**config.mk**
```make
export PLATFORM = sky130hd
export DESIGN_NAME = pkt_rd_ctrl
export DESIGN_NICKNAME = d
export VERILOG_FILES = /design/src/rtl/pkt_rd_ctrl.sv
export SDC_FILE = /design/constraint.sdc
export NUM_CORES = 1
export LEC_CHECK = 0
export BUFFER_PORTS_ARGS = -buffer_cell sky130_fd_sc_hd__buf_2
export CORE_UTILIZATION = 58
export CTS_BUF_LIST = sky130_fd_sc_hd__clkbuf_4
export DETAILED_ROUTE_END_ITERATION = 8
export GPL_ROUTABILITY_DRIVEN = 0
export GPL_TIMING_DRIVEN = 0
export PLACE_DENSITY = 0.9
export REMOVE_ABC_BUFFERS = 1
export SYNTH_ARGS = -nofsm -noshare
export SYNTH_HDL_FRONTEND = slang
export SYNTH_SLANG_ARGS = --single-unit
```
**constraint.sdc**
```tcl
create_clock -name clk -period 3.9 [get_ports clk]
set_input_delay 0.585 -clock clk [delete_from_list [all_inputs] [get_ports clk]]
set_output_delay 0.585 -clock clk [all_outputs]
set_load 0.01 [all_outputs]
```
**src/rtl/pkt_rd_ctrl.sv**
```systemverilog
// ----------------------------------------------------------------------------
// pkt_rd_ctrl
//
// Avalon-MM read master that fetches one captured packet from memory, from
// the word-aligned begin address up to (not including) the end address, and
// pushes it word by word into the packet FIFO. Once the first burst has
// landed it kicks the downstream writer (wr_ctrl_o), then holds off the next
// packet until the writer reports the packet written. Bursts are only issued
// when the FIFO fill level leaves room for the whole burst plus a 2-word
// margin, so the FIFO cannot overflow.
//
// Optional feature (compile-time macro): PKT_RD_CTRL_BYTESWAP_EN
//   defined   : each 32-bit word is byte-reversed on its way into the FIFO
//               (network order -> host order).
//   undefined : words pass through unchanged. Timing is identical.
//
// Ports
//   clk              clock
//   reset            synchronous, active-low reset
//   start_i          one-cycle fetch request, honoured only in IDLE
//   pkt_begin_i      packet start byte address (bits [1:0] ignored)
//   pkt_end_i        packet end byte address, exclusive
//   usedw_i          FIFO fill level
//   fifo_data_o      FIFO write data (registered)
//   fifo_wr_o        FIFO write strobe (registered)
//   wr_ctrl_o        one-cycle start pulse to the downstream writer
//   wr_ctrl_rdy_i    one-cycle "packet written" pulse from the writer
//   busy_o           high outside IDLE
//   done_o           one-cycle completion pulse
//   address_o        Avalon read byte address, word aligned
//   read_o           Avalon read request
//   burstcount_o     Avalon burst length in words
//   waitrequest_i    Avalon stall
//   readdata_i       Avalon read data
//   readdatavalid_i  Avalon read data valid
// ----------------------------------------------------------------------------
module pkt_rd_ctrl #(
    parameter int unsigned BURST_SIZE_WORDS = 4,
    parameter int unsigned FIFO_DEPTH       = 512
) (
    input  logic                          clk,
    input  logic                          reset,
    input  logic                          start_i,
    input  logic [31:0]                   pkt_begin_i,
    input  logic [31:0]                   pkt_end_i,
    input  logic [$clog2(FIFO_DEPTH)-1:0] usedw_i,
    output logic [31:0]                   fifo_data_o,
    output logic                          fifo_wr_o,
    output logic                          wr_ctrl_o,
    input  logic                          wr_ctrl_rdy_i,
    output logic                          busy_o,
    output logic                          done_o,
    output logic [31:0]                   address_o,
    output logic                          read_o,
    output logic [15:0]                   burstcount_o,
    input  logic                          waitrequest_i,
    input  logic [31:0]                   readdata_i,
    input  logic                          readdatavalid_i
);

    localparam logic [15:0] BURST_W   = 16'(BURST_SIZE_WORDS);
    localparam logic [31:0] SPACE_LIM = 32'(FIFO_DEPTH - 2);

    typedef enum logic [2:0] {
        IDLE,
        LATCH,
        WAIT_SPACE,
        REQ,
        DATA,
        WAIT_WR,
        DONE
    } state_t;

    state_t      state_q, state_d;
    logic [31:0] addr_q, addr_d;          // next burst address
    logic [31:0] end_q, end_d;            // packet end address
    logic [15:0] remaining_q, remaining_d;
    logic [15:0] burst_q, burst_d;        // length of the burst in flight
    logic [15:0] beat_cnt_q, beat_cnt_d;
    logic        first_q, first_d;        // first burst of the packet not yet done
    logic        fifo_wr_q, fifo_wr_d;
    logic [31:0] fifo_data_q, fifo_data_d;
    logic        wr_ctrl_q, wr_ctrl_d;

    logic [31:0] len;
    logic [15:0] total_words;
    logic [15:0] burst_len;
    logic        space_ok;
    logic        rd_beat;
    logic        beat_last;
    logic [31:0] beat_data;

`ifdef PKT_RD_CTRL_BYTESWAP_EN
    assign beat_data = {readdata_i[7:0], readdata_i[15:8],
                        readdata_i[23:16], readdata_i[31:24]};
`else
    assign beat_data = readdata_i;
`endif

    // Word count rounds a trailing partial word up.
    assign len         = end_q - addr_q;
    assign total_words = {2'b00, len[15:2]} + {15'd0, |len[1:0]};

    assign burst_len = (remaining_q < BURST_W) ? remaining_q : BURST_W;

    // The 2-word margin absorbs the lag of usedw behind our own writes.
    assign space_ok = (32'(usedw_i) + 32'(burst_len)) <= SPACE_LIM;

    // Beats are only taken in DATA; anything else (stale beats of an aborted
    // burst, stray valids) is dropped.
    assign rd_beat   = readdatavalid_i && (state_q == DATA);
    assign beat_last = rd_beat && ((beat_cnt_q + 16'd1) == burst_q);

    // NOTE: every signal driven here gets its default first, so no path
    // through the case statement can leave a latch behind.
    always_comb begin
        state_d     = state_q;
        addr_d      = addr_q;
        end_d       = end_q;
        remaining_d = remaining_q;
        burst_d     = burst_q;
        beat_cnt_d  = beat_cnt_q;
        first_d     = first_q;
        fifo_wr_d   = 1'b0;
        fifo_data_d = fifo_data_q;
        wr_ctrl_d   = 1'b0;

        if (rd_beat) begin
            fifo_wr_d   = 1'b1;
            fifo_data_d = beat_data;
        end

        case (state_q)
            IDLE: begin
                if (start_i) begin
                    addr_d  = {pkt_begin_i[31:2], 2'b00};
                    end_d   = pkt_end_i;
                    state_d = LATCH;
                end
            end

            LATCH: begin
                remaining_d = total_words;
                first_d     = 1'b1;
                state_d     = (end_q <= addr_q) ? DONE : WAIT_SPACE;
            end

            WAIT_SPACE: begin
                if (space_ok) begin
                    burst_d    = burst_len;
                    beat_cnt_d = 16'd0;
                    state_d    = REQ;
                end
            end

            REQ: begin
                // read_o is high throughout REQ, so !waitrequest is the accept.
                if (!waitrequest_i) begin
                    state_d = DATA;
                end
            end

            DATA: begin
                if (rd_beat) begin
                    beat_cnt_d = beat_cnt_q + 16'd1;
                end
                if (beat_last) begin
                    addr_d      = addr_q + {14'd0, burst_q, 2'b00};
                    remaining_d = remaining_q - burst_q;
                    wr_ctrl_d   = first_q;
                    first_d     = 1'b0;
                    state_d     = (remaining_q != burst_q) ? WAIT_SPACE : WAIT_WR;
                end
            end

            WAIT_WR: begin
                if (wr_ctrl_rdy_i) begin
                    state_d = DONE;
                end
            end

            DONE: begin
                state_d = IDLE;
            end

            default: begin
                state_d = IDLE;
            end
        endcase
    end

    // NOTE: sequential state uses non-blocking assignments so every register
    // samples the pre-edge value of every other register.
    always_ff @(posedge clk) begin
        if (!reset) begin
            state_q     <= IDLE;
            addr_q      <= '0;
            end_q       <= '0;
            remaining_q <= '0;
            burst_q     <= '0;
            beat_cnt_q  <= '0;
            first_q     <= 1'b0;
            fifo_wr_q   <= 1'b0;
            fifo_data_q <= '0;
            wr_ctrl_q   <= 1'b0;
        end else begin
            state_q     <= state_d;
            addr_q      <= addr_d;
            end_q       <= end_d;
            remaining_q <= remaining_d;
            burst_q     <= burst_d;
            beat_cnt_q  <= beat_cnt_d;
            first_q     <= first_d;
            fifo_wr_q   <= fifo_wr_d;
            fifo_data_q <= fifo_data_d;
            wr_ctrl_q   <= wr_ctrl_d;
        end
    end

    // All outputs come straight from registers or from the state register.
    assign read_o       = (state_q == REQ);
    assign address_o    = addr_q;
    assign burstcount_o = burst_q;
    assign busy_o       = (state_q != IDLE);
    assign done_o       = (state_q == DONE);
    assign fifo_wr_o    = fifo_wr_q;
    assign fifo_data_o  = fifo_data_q;
    assign wr_ctrl_o    = wr_ctrl_q;

endmodule

```
## After elaboration in Yosys (flattened, before gate mapping)

Cells that the tools add are included.
W data, S select, Z words.

| storage, ports and cells | value |
|---|---|
| memory bits (read-only) | 0 |
| input bits | 111 |
| latch bits | 0 |
| register bits | 150 |
| bits in writable memories | 0 |
| memories kept | 0 |
| word-level logic and storage cells | 68 |
| output and inout port bits | 85 |

| cells by class | value |
|---|---|
| reduce and logical (&&, ||, !) cells | 15 |
| shift operators | 0 |
| add/subtract/negate cells | 6 |
| bitwise gates (word level) | 0 |
| multiplexer cells | 20 |
| order comparisons | 3 |
| eq/ne operators | 14 |
| multipliers | 0 |
| div/mod/pow operators | 0 |

Operators with widths:

| kind | count |
|---|---|
| $mux W16 | 4 |
| $mux W32 | 2 |
| $pmux W16 S2 | 2 |
| $pmux W32 S2 | 1 |
| $add A32 B18 Y32 | 1 |
| $le A32 B32 Y1 | 1 |
| $sub A16 B16 Y16 | 2 |
| $mux W3 | 7 |
| $pmux W3 S6 | 1 |
| $add A9 B16 Y17 | 1 |
| $le A17 B9 Y1 const B | 1 |
| $add A16 B1 Y16 const B | 1 |
| $eq A16 B16 Y1 | 1 |
| $lt A16 B3 Y1 const B | 1 |
| $ne A16 B16 Y1 | 1 |
| $add A14 B1 Y15 | 1 |
| $ne A2 B2 Y1 const B | 6 |
| $eq A3 B3 Y1 const B | 3 |
| $reduce_and A3 Y1 | 3 |
| $eq A3 B2 Y1 const B | 2 |
| $reduce_and A2 Y1 | 3 |
| $reduce_bool A2 Y1 | 3 |
| $reduce_and A5 Y1 | 1 |
| $eq A3 B1 Y1 const B | 1 |
| other kinds (6) | 8 |

## Longest topological paths before layout

| depth | value |
|---|---|
| depth after elaboration | 6 |
| mapped depth | 17 |
| depth with buffers taken out | 15 |

## Least setup slack after synthesis

No wires, ideal clock.

| timing | value |
|---|---|
| path kind | register to register |
| from | register remaining_q[2] |
| to | register beat_cnt_q[10] |
| buffers on the path | 2 |
| library setup time | 0.132 ns |
| path slack | 0.581 ns |
| required time | 3.768 ns |
| arrival | 3.186 ns |
| clock period less this slack | 3.319 ns |
| cell stages (with the launch flop) | 16 |
| cell sequence | dfxtp_1 > nor4_1 > nand4_1 > nor2_1 > ha_1 > a21o_1 > a21o_1 > a2111oi_0 > o21ai_0 > a221oi_1 > and3_1 > buf_2 > nor2_1 > clkbuf_1 > o21ai_0 > a21oi_1 |

| between the ends | value |
|---|---|
| longest elaborated chain between the ends | 6 |

Ends and longest elaborated chain:

| what | RTL line | text |
|---|---|---|
| start, declared | 77 | `logic [15:0] remaining_q, remaining_d;` |
| start signal, assigned | 210 | `remaining_q <= remaining_d;` |
| $lt A16 B3 Y1 | 104 | `assign burst_len = (remaining_q < BURST_W) ? remaining_q : BURST_W;` |
| $mux W16 * | 104 |  |
| net burst_len[2] | 87 | `logic [15:0] burst_len;` |
| $add A9 B16 Y17 * | 107 | `assign space_ok = (32'(usedw_i) + 32'(burst_len)) <= SPACE_LIM;` |
| $le A17 B9 Y1 * | 107 |  |
| $ne A2 B2 Y1 (no source line) * | -- |  |
| $reduce_and A3 Y1 (no source line) * | -- |  |
| end signal, assigned | 212 | `beat_cnt_q <= beat_cnt_d;` |
| end, declared | 79 | `logic [15:0] beat_cnt_q, beat_cnt_d;` |

The timed path passes the listed nets; every way through them passes the cells marked *.
A chain may end at the register's enable or synchronous reset.

## Worst setup path after layout

| timing | value |
|---|---|
| from | register remaining_q[11] |
| to | register beat_cnt_q[15] |

| between the ends | value |
|---|---|
| longest elaborated chain between the ends | 6 |

Ends and longest elaborated chain:

| what | RTL line |
|---|---|
| $lt A16 B3 Y1 | 104 |
| $mux W16 | 104 |
| net burst_len[2] | 87 |
| $add A9 B16 Y17 | 107 |
| $le A17 B9 Y1 | 107 |
| $ne A2 B2 Y1 (no source line) | -- |
| $reduce_and A3 Y1 (no source line) | -- |

The timed path passes the listed nets, and every way through them passes these cells.

==> flow_metrics.tcl <==
set metrics [dict create \
    status "complete, no violations" \
    num_vias 10100 \
    switching_share_pct 47.5 \
    p_leak_nw 4.89 \
    reg2reg_to "beat_cnt_q[15]$_SDFFE_PN0P_" \
    grt_usage_pct 29.7 \
    synth_compound_area_share_pct 21.9 \
    crit_slowest_cell "nor4_1" \
    synthCells 1301 \
    ys_warn_count 0 \
    worst_slew_pin_slew_ps 1220 \
    htreeDepth 4 \
    cts_hold_buf 0 \
    antenna_found_initial 1 \
    clkSlewWorstSetupHoldPaths_ps 160 \
    fp.dieArea_sq_mm 0.0175 \
    r2r_start "remaining_q[11]$_SDFFE_PN0P_" \
    insertion_delay_ps 590 \
    busiest_layer "met2" \
    drt_iter0_drc 944 \
    synth_xor_area_share_pct 6.83 \
    fillers 1393 \
    max_stage_delay_ps 400 \
    tns_ps 0 \
    power_frac_comb_pct 60.8 \
    synth.distinct_cells 72 \
    synth-main-ff-cell "dfxtp_1" \
    synth_area_sq_mm 0.00987 \
    power_mw 7.89 \
    slew_headroom_pct 18.4 \
    grt_pass1_wl_microns 42700 \
    gr-usage-met2_pct 49.6 \
    grt_pass1_vias 9169 \
    grt-ovfl-total 0 \
    cp.arrival_ps 4100 \
    viasPerCell 5.94 \
    hold_depth 3 \
    use_met1_pct 37.2 \
    ff_latch_area_sq_mm 0.00296 \
    muxShareOfSynthArea_pct 1.42 \
    wl_per_cell_microns 16.0 \
    nNetsFinal 1649 \
    ir_worst_vdd_v 0.000403 \
    holdPathEnd "end_q[26]$_SDFFE_PN0P_" \
    path_cells "nor4_1, nand4_1, buf_4, nor2_2, ha_1, a21o_1, a21o_1, a2111oi_2, o21ai_0, a221oi_2, buf_4, and3_4, nor2_4, o21ai_1, a21oi_1" \
    power_frac_seq_pct 27.0 \
    multi_input_area_sq_mm 0.00646 \
    pin_count 196 \
    grt_max_degree 71 \
    path_class "flip-flop to flip-flop" \
    dp_hpwl_microns 19100 \
    firstDrtPassIters 8 \
    grtUsageMet3_pct 5.44 \
    synth_area_per_cell_sq_um 7.59 \
    hp-class "input pin to flip-flop" \
    yosys.area_share.adder_pct 10.1 \
    area_growth_pct 14.2 \
    layout_common_cells "205 x nand2_1, 191 x buf_2, 148 x dfxtp_1, 137 x a21oi_1, 117 x nor2_1" \
    design.core.area_sq_mm 0.0166 \
    yosys_register_bits 148 \
    tritoncts "yes" \
    clkPwrFrac_pct 12.2 \
    die_h_microns 132 \
    powerDensity_mw_per_mm2 700 \
    synth_edf_count 0 \
    drive_above_1_share_pct 18.2 \
    drc 0 \
    setup_viol 0 \
    intPower_mw 4.14 \
    start_util_pct 59.5 \
    clkSinkCount 148 \
    critPathLaunchType "flip-flop" \
    p_switching_mw 3.75 \
    async_flop_share_pct 0 \
    drv_slew 0 \
    cts_root_buffer "clkbuf_4" \
    period_needed_ps 3650 \
    ff2ff_path_depth 15 \
    detail-route-antenna-nets 0 \
    cts_buffers 17 \
    io_buffer_count 191 \
    chipWidth_microns 132 \
    endpoint_kind "flip-flop" \
    cp_max_fo 8 \
    holdCritStartpoint "pkt_end_i[26]" \
    final.setup_skew_ps 37.7 \
    yosys.area_share.simple_pct 24.1 \
    finalCritPeriodShare_pct 93.5 \
    seq_area_frac_synth_pct 30.0 \
    r2r_setup_slack_ps 250 \
    fmax_mhz 274 \
    rows 47 \
    final_common_cell "nand2_1" \
    drv_cap 0 \
    cp.required_ps 4360 \
    routed_wl_microns 27000 \
    clockBufferDepth 2 \
    synth_top_family_by_area "simple AND/OR/NAND/NOR gates" \
    hold_viol 0 \
]
-- cells in the mapped netlist (19+ instances only) --
| library cell | count | area share (%) |
|---|---|---|
| nand2_1 | 207 | 7.9 |
| dfxtp_1 | 148 | 30 |
| a21oi_1 | 137 | 6.9 |
| nor2_1 | 119 | 4.5 |
| ha_1 | 75 | 9.5 |
| inv_1 | 61 | 2.3 |
| o21ai_0 | 59 | 3.0 |
| clkbuf_1 | 52 | 2.0 |
| xnor2_1 | 51 | 4.5 |
| nor3_1 | 38 | 1.9 |
| a21o_1 | 31 | 2.4 |
| nand3_1 | 28 | 1.4 |
| xor2_1 | 26 | 2.3 |
| a211oi_1 | 24 | 1.8 |
| nand4_1 | 21 | 1.3 |
| a31oi_1 | 19 | 1.2 |
-- area by class of cell --
type | instances | share of cell area (%)
Clock buffer | 18 | 1.20
Inverter | 62 | 2.09
Multi-Input combinational cell | 1031 | 57.3
Timing Repair Buffer | 200 | 9.37
Clock inverter | 14 | 1.27
Antenna cell | 1 | 0.0222
Sequential cell | 148 | 26.3
Tap cell | 220 | 2.44
-- worst max-delay path by stage --
stage,start,slack (ps),end,cells past startpoint
global placement,state_q[0]$_SDFFE_PN0P_,-1610,address_o[27]$_SDFFE_PN0P_,7
finish,remaining_q[11]$_SDFFE_PN0P_,250,beat_cnt_q[15]$_SDFFE_PN0P_,15
floorplan,state_q[0]$_SDFFE_PN0P_,170,address_o[15]$_SDFFE_PN0P_,7
global route,remaining_q[2]$_SDFFE_PN0P_,-0.8,burstcount_o[2]$_SDFFE_PN0P_,15
CTS,remaining_q[11]$_SDFFE_PN0P_,2,beat_cnt_q[15]$_SDFFE_PN0P_,14
detailed placement,remaining_q[2]$_SDFFE_PN0P_,-990,beat_cnt_q[15]$_SDFFE_PN0P_,13
-- power groups by stage --
stage | Sequential (mW) | Combinational [mW] | Clock, mW
after CTS | 2.11 | 4.59 | 0.977
after global routing | 2.17 | 5.31 | 1.05
after global placement | 2.13 | 4.40 | 0
final | 2.13 | 4.80 | 0.965
after floorplan | 2.13 | 3.42 | 0
after detailed placement | 2.14 | 4.53 | 0
-- cells by family after synthesis --
kind of cell               after synthesis
muxes                                   14
AOI/OAI and AO/OA                      344
DFF                                    148
and+or+nand+nor                        506
other                                    2
xor gates and xnor gates                77
buffers and inverters                  132
adders and majority gates               78
-- timing repair --
action | in CTS | in global routing
setup buffers | 1 | 6
resized for setup | 9 | 7
endpoints found under the setup margin | 69 | 72
pin swaps | 2 | 3
gates cloned | 0 | 2
-- worst max-delay path: cells and delay by family, from the launching register on --
kind / cells / cell delay [ps]
AO/OA/AOI/OAI: 7 / 1510
adder cells (fa/ha/maj): 1 / 250
buffers and inverters: 2 / 350
flip-flops: 1 / 350
AND/OR/NAND/NOR: 5 / 1070
-- per-stage QoR --
step                      std cells  hold WS, ps  worst slack (ps)  instance area [sq um]  utilization [%]
after CTS                      1685          195              1.91                  11200             67.4
after floorplan                1239          412               171                   9580                -
after global placement         1650          430             -1610                  10800             65.2
after global routing           1694          192            -0.767                  11300             68.0
final                          1694          202               255                  11300             68.0
after detailed placement       1652          434              -989                  10900             65.6
-- flip-flops by register name, summed over array words and instances, names as in the netlist --
register	cells
burstcount_o	16
wr_ctrl_o	1
address_o	30
beat_cnt_q	16
state_q	3
fifo_data_o	32
end_q	32
fifo_wr_o	1
first_q	1
remaining_q	16
-- metal layers --
layer	routed length (microns)	vias up
met5	0	-
met2	12700	507
li1	-	4902
met1	11200	4561
met3	2230	85
met4	906	0
(Power assumes the default switching activity.)
